`src/rtl/branch_commit_reporter.sv`:
```
// Commit-side reporter: queues committed conditional-branch outcomes for the BHT update port,
// drains one per cycle, and pulses a one-cycle flush on a direction mispredict.
module branch_commit_reporter #(
  parameter int DEPTH       = 4,
  parameter int HOLD_CYCLES = 2,
  parameter int ADDR_W      = 32
) (
  input  logic              clk,
  input  logic              rst_n,
  input  logic              commit_valid,
  output logic              commit_ready,
  input  logic              commit_is_br,
  input  logic [ADDR_W-1:0] commit_pc,
  input  logic              commit_taken,
  input  logic              commit_pred,
  input  logic [ADDR_W-1:0] commit_target,
  output logic              ena_to_pred,
  output logic              hit_to_pred,
  output logic [ADDR_W-1:0] pc_to_pred,
  output logic              flush_out,
  output logic [ADDR_W-1:0] flush_pc,
  output logic [31:0]       br_cnt,
  output logic [31:0]       miss_cnt,
  output logic              dbg_state
);

  localparam int PTR_W  = (DEPTH > 1) ? $clog2(DEPTH) : 1;
  localparam int CNT_W  = PTR_W + 1;
  localparam int HOLD_W = (HOLD_CYCLES > 1) ? $clog2(HOLD_CYCLES + 1) : 1;

  typedef enum logic {ST_IDLE = 1'b0, ST_HOLD = 1'b1} state_t;

  state_t              r_state, w_state_nxt;
  logic [HOLD_W-1:0]   r_hold_cnt, w_hold_nxt;
  logic [PTR_W-1:0]    r_wr_ptr, r_rd_ptr;
  logic [CNT_W-1:0]    r_count;
  logic [ADDR_W-1:0]   r_fifo_pc [DEPTH];
  logic                r_fifo_tk [DEPTH];
  logic                r_ena, r_hit, r_flush;
  logic [ADDR_W-1:0]   r_pc, r_flush_pc;
  logic [31:0]         r_br_cnt, r_miss_cnt;
  logic                w_accept, w_push, w_pop, w_mispredict;

  // Handshake: a commit transfers on a cycle where commit_valid && commit_ready; ready depends
  // only on registered state, so the ROB may sample it before deciding to present a commit.
  assign commit_ready = (r_state == ST_IDLE) && (r_count < CNT_W'(DEPTH));
  assign w_accept     = commit_valid && commit_ready;
  assign w_push       = w_accept && commit_is_br;
  assign w_pop        = (r_count != '0);
  assign w_mispredict = w_push && (commit_taken != commit_pred);

  always_comb begin
    w_state_nxt = r_state;
    w_hold_nxt  = r_hold_cnt;
    case (r_state)
      ST_IDLE: begin
        if (w_mispredict) begin
          w_state_nxt = ST_HOLD;
          w_hold_nxt  = HOLD_W'(HOLD_CYCLES - 1);
        end
      end
      ST_HOLD: begin
        if (r_hold_cnt == '0) w_state_nxt = ST_IDLE;
        else                  w_hold_nxt  = r_hold_cnt - 1'b1;
      end
      default: w_state_nxt = ST_IDLE;
    endcase
  end

  always_ff @(posedge clk or negedge rst_n) begin
    if (!rst_n) begin
      r_state    <= ST_IDLE;
      r_hold_cnt <= '0;
    end else begin
      r_state    <= w_state_nxt;
      r_hold_cnt <= w_hold_nxt;
    end
  end

  // Storage needs no reset: only slots between the pointers are ever read.
  always_ff @(posedge clk) begin
    if (w_push) begin
      r_fifo_pc[r_wr_ptr] <= commit_pc;
      r_fifo_tk[r_wr_ptr] <= commit_taken;
    end
  end

  always_ff @(posedge clk or negedge rst_n) begin
    if (!rst_n) begin
      r_wr_ptr <= '0;
      r_rd_ptr <= '0;
      r_count  <= '0;
    end else begin
      if (w_push) r_wr_ptr <= r_wr_ptr + 1'b1;
      if (w_pop)  r_rd_ptr <= r_rd_ptr + 1'b1;
      case ({w_push, w_pop})
        2'b10:   r_count <= r_count + 1'b1;
        2'b01:   r_count <= r_count - 1'b1;
        default: r_count <= r_count;
      endcase
    end
  end

  always_ff @(posedge clk or negedge rst_n) begin
    if (!rst_n) begin
      r_ena <= 1'b0;
      r_hit <= 1'b0;
      r_pc  <= '0;
    end else begin
      r_ena <= w_pop;
      if (w_pop) begin
        r_hit <= r_fifo_tk[r_rd_ptr];
        r_pc  <= r_fifo_pc[r_rd_ptr];
      end
    end
  end

  always_ff @(posedge clk or negedge rst_n) begin
    if (!rst_n) begin
      r_flush    <= 1'b0;
      r_flush_pc <= '0;
      r_br_cnt   <= '0;
      r_miss_cnt <= '0;
    end else begin
      r_flush <= w_mispredict;
      if (w_mispredict) r_flush_pc <= commit_target;
      if (w_push && (r_br_cnt != 32'hFFFF_FFFF)) r_br_cnt <= r_br_cnt + 32'd1;
      if (w_mispredict && (r_miss_cnt != 32'hFFFF_FFFF)) r_miss_cnt <= r_miss_cnt + 32'd1;
    end
  end

  assign ena_to_pred = r_ena;
  assign hit_to_pred = r_hit;
  assign pc_to_pred  = r_pc;
  assign flush_out   = r_flush;
  assign flush_pc    = r_flush_pc;
  assign br_cnt      = r_br_cnt;
  assign miss_cnt    = r_miss_cnt;
  assign dbg_state   = r_state;

endmodule

```
`config.mk`:
```
export PLATFORM = sky130hd
export DESIGN_NAME = branch_commit_reporter
export DESIGN_NICKNAME = d
export VERILOG_FILES = /design/src/rtl/branch_commit_reporter.sv
export SDC_FILE = /design/constraint.sdc
export NUM_CORES = 1
export LEC_CHECK = 0
export ABC_AREA = 0
export BUFFER_PORTS_ARGS = -buffer_cell sky130_fd_sc_hd__buf_2
export CAP_MARGIN = 10
export CORE_ASPECT_RATIO = 0.9
export CORE_MARGIN = 5
export CORE_UTILIZATION = 45
export DETAILED_ROUTE_END_ITERATION = 10
export PLACE_DENSITY_LB_ADDON = 0.1
export SLEW_MARGIN = 25
export SYNTH_ARGS = -nofsm -noshare
export SYNTH_HDL_FRONTEND = slang
export SYNTH_SLANG_ARGS = --single-unit
```
`constraint.sdc`:
```
create_clock -name clk -period 2.2 [get_ports clk]
set_input_delay 0.22 -clock clk [delete_from_list [all_inputs] [get_ports clk]]
set_output_delay 0.22 -clock clk [all_outputs]
set_load 0.02 [all_outputs]
```
# == Word level (Yosys, flattened, before mapping) ==
# Memories as Yosys holds them, arrays and structs flattened. A register that Yosys moved wholly into a read port is not among the register bits.
# Index checks and enable logic that the tools add are counted.
# totals
ram_bits,132
mem_count,2
inputBits,70
ff_bits,108
# memory_table
name,depth,word_bits,read_ports,rd_ports_with_merged_regs,write_ports,line,source
r_fifo_pc,4,32,1,1,1,37,logic [ADDR_W-1:0] r_fifo_pc [DEPTH];
r_fifo_tk,4,1,1,1,1,38,logic r_fifo_tk [DEPTH];
# classes
order_cmp,1
n_eq_ne,7
n_mux,9
bitwise,1
n_reduce_logical,12
n_addsub,7
# op_table
operator,n
$add A32 B1 Y32 const B,2
$ne A32 B32 Y1 const B,2
$logic_and A1 B1 Y1,6
$pmux W3 S2,1
$add A2 B1 Y2 const B,2
$mux W1,4
$mux W2,2
$ne A2 B2 Y1 const B,2
$pmux W2 S2,1
$add A3 B1 Y3 const B,1
$lt A3 B3 Y1 const B,1
$reduce_bool A3 Y1,1
$sub A3 B1 Y3 const B,1
$eq A2 B1 Y1 const B,1
$eq A2 B2 Y1 const B,1
$logic_not A1 Y1,2
$logic_not A2 Y1,1
$pmux W1 S2,1
$reduce_and A2 Y1,1
$reduce_bool A2 Y1,1
$sub A2 B1 Y2 const B,1
$ne A1 B1 Y1,1
$not A1 Y1,1

# == Logic depth before layout (Yosys ltp) ==
# depth
ltp_word,7
depth_mapped,9

# == Worst setup path before layout ==
# Ideal clock, no wire load.
# synth_timing
kind,register to register
startpoint,"register r_state, in the netlist dbg_state"
endpoint,memory r_fifo_pc[0][0] (enable)
path_stages_with_launch,4
path_buffers,1
synth_period_minus_slack_ns,2.418
path_slack_ns,-0.218
t_arrival_ns,2.025
cell_sequence,dfrtp_1 and4bb_2 clkbuf_1 and2_1
# synth_between
elab_chain_cells,6
# synth_rtl
element,line,source
"start, declared",33,"state_t r_state, w_state_nxt;"
"start signal, assigned",75,r_state <= w_state_nxt;
$not A1 Y1,--,
$logic_and A1 B1 Y1,46,assign commit_ready = (r_state == ST_IDLE) && (r_count < CNT_W'(DEPTH));
$logic_and A1 B1 Y1,47,assign w_accept = commit_valid && commit_ready;
$logic_and A1 B1 Y1,48,assign w_push = w_accept && commit_is_br;
$mux W1,82,if (w_push) begin
$mux W1 (not written as such),83,r_fifo_pc[r_wr_ptr] <= commit_pc;
"end, declared",37,
# Every way passes these cells.

# == Final worst setup path ==
# layout_timing
startpoint,"register r_br_cnt[0], in the netlist br_cnt[0]"
endpoint,"register r_br_cnt[1], in the netlist br_cnt[1]"
# layout_between
elab_chain_cells,2
elab_cells_between_ends,3
classes_between,add/sub (1); eq/ne (1); reduce/logical (1)
# layout_rtl
element,line,source
"start, declared",41,"logic [31:0] r_br_cnt, r_miss_cnt;"
"start signal, assigned",127,if (w_push && (r_br_cnt != 32'hFFFF_FFFF)) r_br_cnt <= r_br_cnt + 32'd1;
branches (longest 2 deep; another with $add A32 B1 Y32),--,
# Parallel ways; which one is timed is not known.
# A chain may end at the register's enable or synchronous reset.

==> flow_summary.yaml <==
clocking:
  cts_setup_buffers: 0
  cts_buffers: 28
  tritoncts: "done"
  cts_buffer_depth: 3
  cts.htree.levels: 1
  cts_root_buffer: "clkbuf_16"
  insertion_delay_ns: 0.53
  clk_pin_slew_worst_paths_ns: 0.06
  cts_sinks: 273
route:
  vias: 6809
  dr.first_iter.drc_count: 332
  vias_per_cell: 5.02
  wl_met2_um: 11600
  routed.top_layer: "met5"
  first_pass_iters: 6
  drc_errors: 0
  wirelength_um: 23800
  wl_per_cell_um: 17.6
  ant_nets: 0
  wl_met3_um: 1120
  m1WireLength_um: 10700
setup_path:
  rr_startpoint: "br_cnt[0]"
  critPathLaunchType: "register"
  criticalPathCategory: "reg -> reg"
  rr_worst_depth: 5
  ff2ff_setup_slack_ns: 0.20
  required_ns: 2.60
  path_max_fanout: 9
  crit_arrival_ns: 2.40
  r2r-end: "br_cnt[1]"
  cp-end-kind: "register"
synthesis:
  seq_area_frac_synth_pct: 69.1
  ys_types: 36
  synth-edff-count: 132
  ys_ff_latch: 273
  ys_async_sr_fraction_pct: 51.6
  synthTopCellsByArea: "edfxtp_1 (37%), dfrtp_1 (33%), mux4_2 (6.9%)"
  ys_warn_count: 0
  synth.most_common_cell: "dfrtp_1"
  synth_cells: 721
  ys.flop_type: "dfrtp_1"
  synth_top_area_share_pct: 36.6
  syn_nets: 800
  synth_area_sq_mm: 0.0108
  synth_top_area_cell: "edfxtp_1"
  synthTopCellsByCount: "dfrtp_1 (141), edfxtp_1 (132), nand2_1 (129)"
  synth_area_per_cell_sq_um: 15.0
global_routing:
  grt_max_degree: 52
  grt_pass1_vias: 7150
  antenna_found_initial: 1
  grt_usage_pct: 17.5
  grt_pass1_wl_um: 38600
  grt_overflow: 0
die:
  rows: 53
  core_sq_mm: 0.0235
  start_util_pct: 46.1
  die_w_um: 174
  ios: 203
  dieArea_sq_mm: 0.0273
  die_h_um: 157
power_and_ir_drop:
  p_leak_uw: 0.00606
  vdd_drop_max_uv: 521
  powerDensity_mw_per_mm2: 1160
timing:
  period_minus_slack_ns: 2.00
  hold_violations: 0
  fin_skew_ns: 0.00890
  maxSlewHeadroom_pct: 62.7
  tns_ns: 0
  setup_violations: 0
  slew_viol_final: 0
  clock.fmax_mhz: 500
  period_share_pct: 90.9
  hold_slack_ns: 0.183
  worst_pin_slew_ns: 0.560
  rsz0062_at_grt: "no"
final_layout:
  diodes: 0
  post_layout_nonfiller_instances: 1356
  area_growth_pct: 30.2
  finalNetCount: 1111
  drive_above_1_share_pct: 34.2
placed_design:
  gp_congestion: 0.781
  dp_hpwl_um: 15400
  dpl.cell_count: 1238
  io_buffers: 202
worst_hold_path:
  hp-class: "in -> async"
status:
  status: "completed"
run:
  max_cap_viol_count: 0
-- worst max-delay path, stage by stage (launching register included) --
cell     delay [ns]
dfrtp_1        0.41
ha_1           0.26
and2_1         0.17
and4_1         0.26
a31oi_2        0.40
mux2_1         0.37
-- placed cells by master (no fill, tap or decap), drive strengths merged, types with 13 or more instances in the layout --
master / Yosys / routed
buf: 7 / 236
dfrtp: 141 / 141
edfxtp: 132 / 132
nand2: 129 / 129
dlygate4sd3: 0 / 66
xnor2: 54 / 54
clkbuf: 14 / 39
mux2: 35 / 35
mux4: 33 / 33
nand4: 31 / 31
nand3: 30 / 30
inv: 15 / 15
xor2: 15 / 15
nor2: 13 / 13
nor3: 13 / 13
-- report_power, final --
group	internal (uW)	leakage [uW]	total [uW]	switching, uW
Sequential	6340	0.00300	6860	512
Combinational	2060	0.00258	4620	2560
Clock	3060	0.000475	4930	1870
-- repair_timing --
action	in CTS	in global routing
hold endpoints to repair	207	0
hold buffers	66	0
resized for setup	0	0
setup endpoints to repair	0	0
-- area by class of cell --
type | instances | area, sq um
clock buffer | 39 | 783
clock inverter | 13 | 190
fill | 1888 | 9430
sequential | 273 | 7490
tap | 302 | 378
timing repair buffer | 302 | 2000
multi-input combinational | 412 | 3220
inverter | 15 | 56.3
-- per-layer routing --
metal,global-route usage [%],up-vias
met5,0,-
met4,3.43,2
met3,3.65,32
met2,29.0,160
met1,24.4,3373
li1,-,3242
-- sequential cells by signal, summed over array words and instances, names as in the netlist --
name / cells
r_fifo_pc: 128
br_cnt: 32
flush_pc: 32
miss_cnt: 32
pc_to_pred: 32
r_fifo_tk: 4
r_count: 3
r_hold_cnt: 2
r_rd_ptr: 2
r_wr_ptr: 2
dbg_state: 1
ena_to_pred: 1
flush_out: 1
hit_to_pred: 1
-- how the worst max path moves through the flow --
stage | startpoint | endpoint | slack [ns] | depth (start not counted)
4_1_cts | br_cnt[0] | br_cnt[1] | 0.19 | 5
2_1_floorplan | dbg_state | r_fifo_pc[0][0] | 0.12 | 3
3_3_place_gp | br_cnt[0] | br_cnt[1] | 0.23 | 5
6_report | br_cnt[0] | br_cnt[1] | 0.20 | 5
5_1_grt | miss_cnt[0] | miss_cnt[9] | 0.04 | 7
3_5_place_dp | br_cnt[0] | br_cnt[1] | 0.19 | 5
-- kinds of logic (layout without fill, tap and decap cells) --
kind of cell / count (synthesis) / count (layout) / share of synthesized area [%]
xor+xnor: 69 / 69 / 5.57
compound gates: 10 / 10 / 0.912
simple gates: 256 / 256 / 11.5
buf+inv: 36 / 369 / 1.30
mux: 68 / 68 / 10.5
fa+ha+maj: 9 / 9 / 1.11
flops: 273 / 273 / 69.1
-- through the flow --
| step | area, sq um | power, uW | setup slack, ns | utilization, % |
|---|---|---|---|---|
| floorplan | 10800 | 9940 | 0.116 | - |
| global placement | 12500 | 11500 | 0.230 | 53.0 |
| detailed placement | 12500 | 11600 | 0.192 | 53.0 |
| CTS | 14100 | 16700 | 0.187 | 59.9 |
| global route | 14100 | 17300 | 0.0382 | 59.9 |
| finish | 14100 | 16400 | 0.201 | 59.9 |
Power figures use the tool's default switching activity.
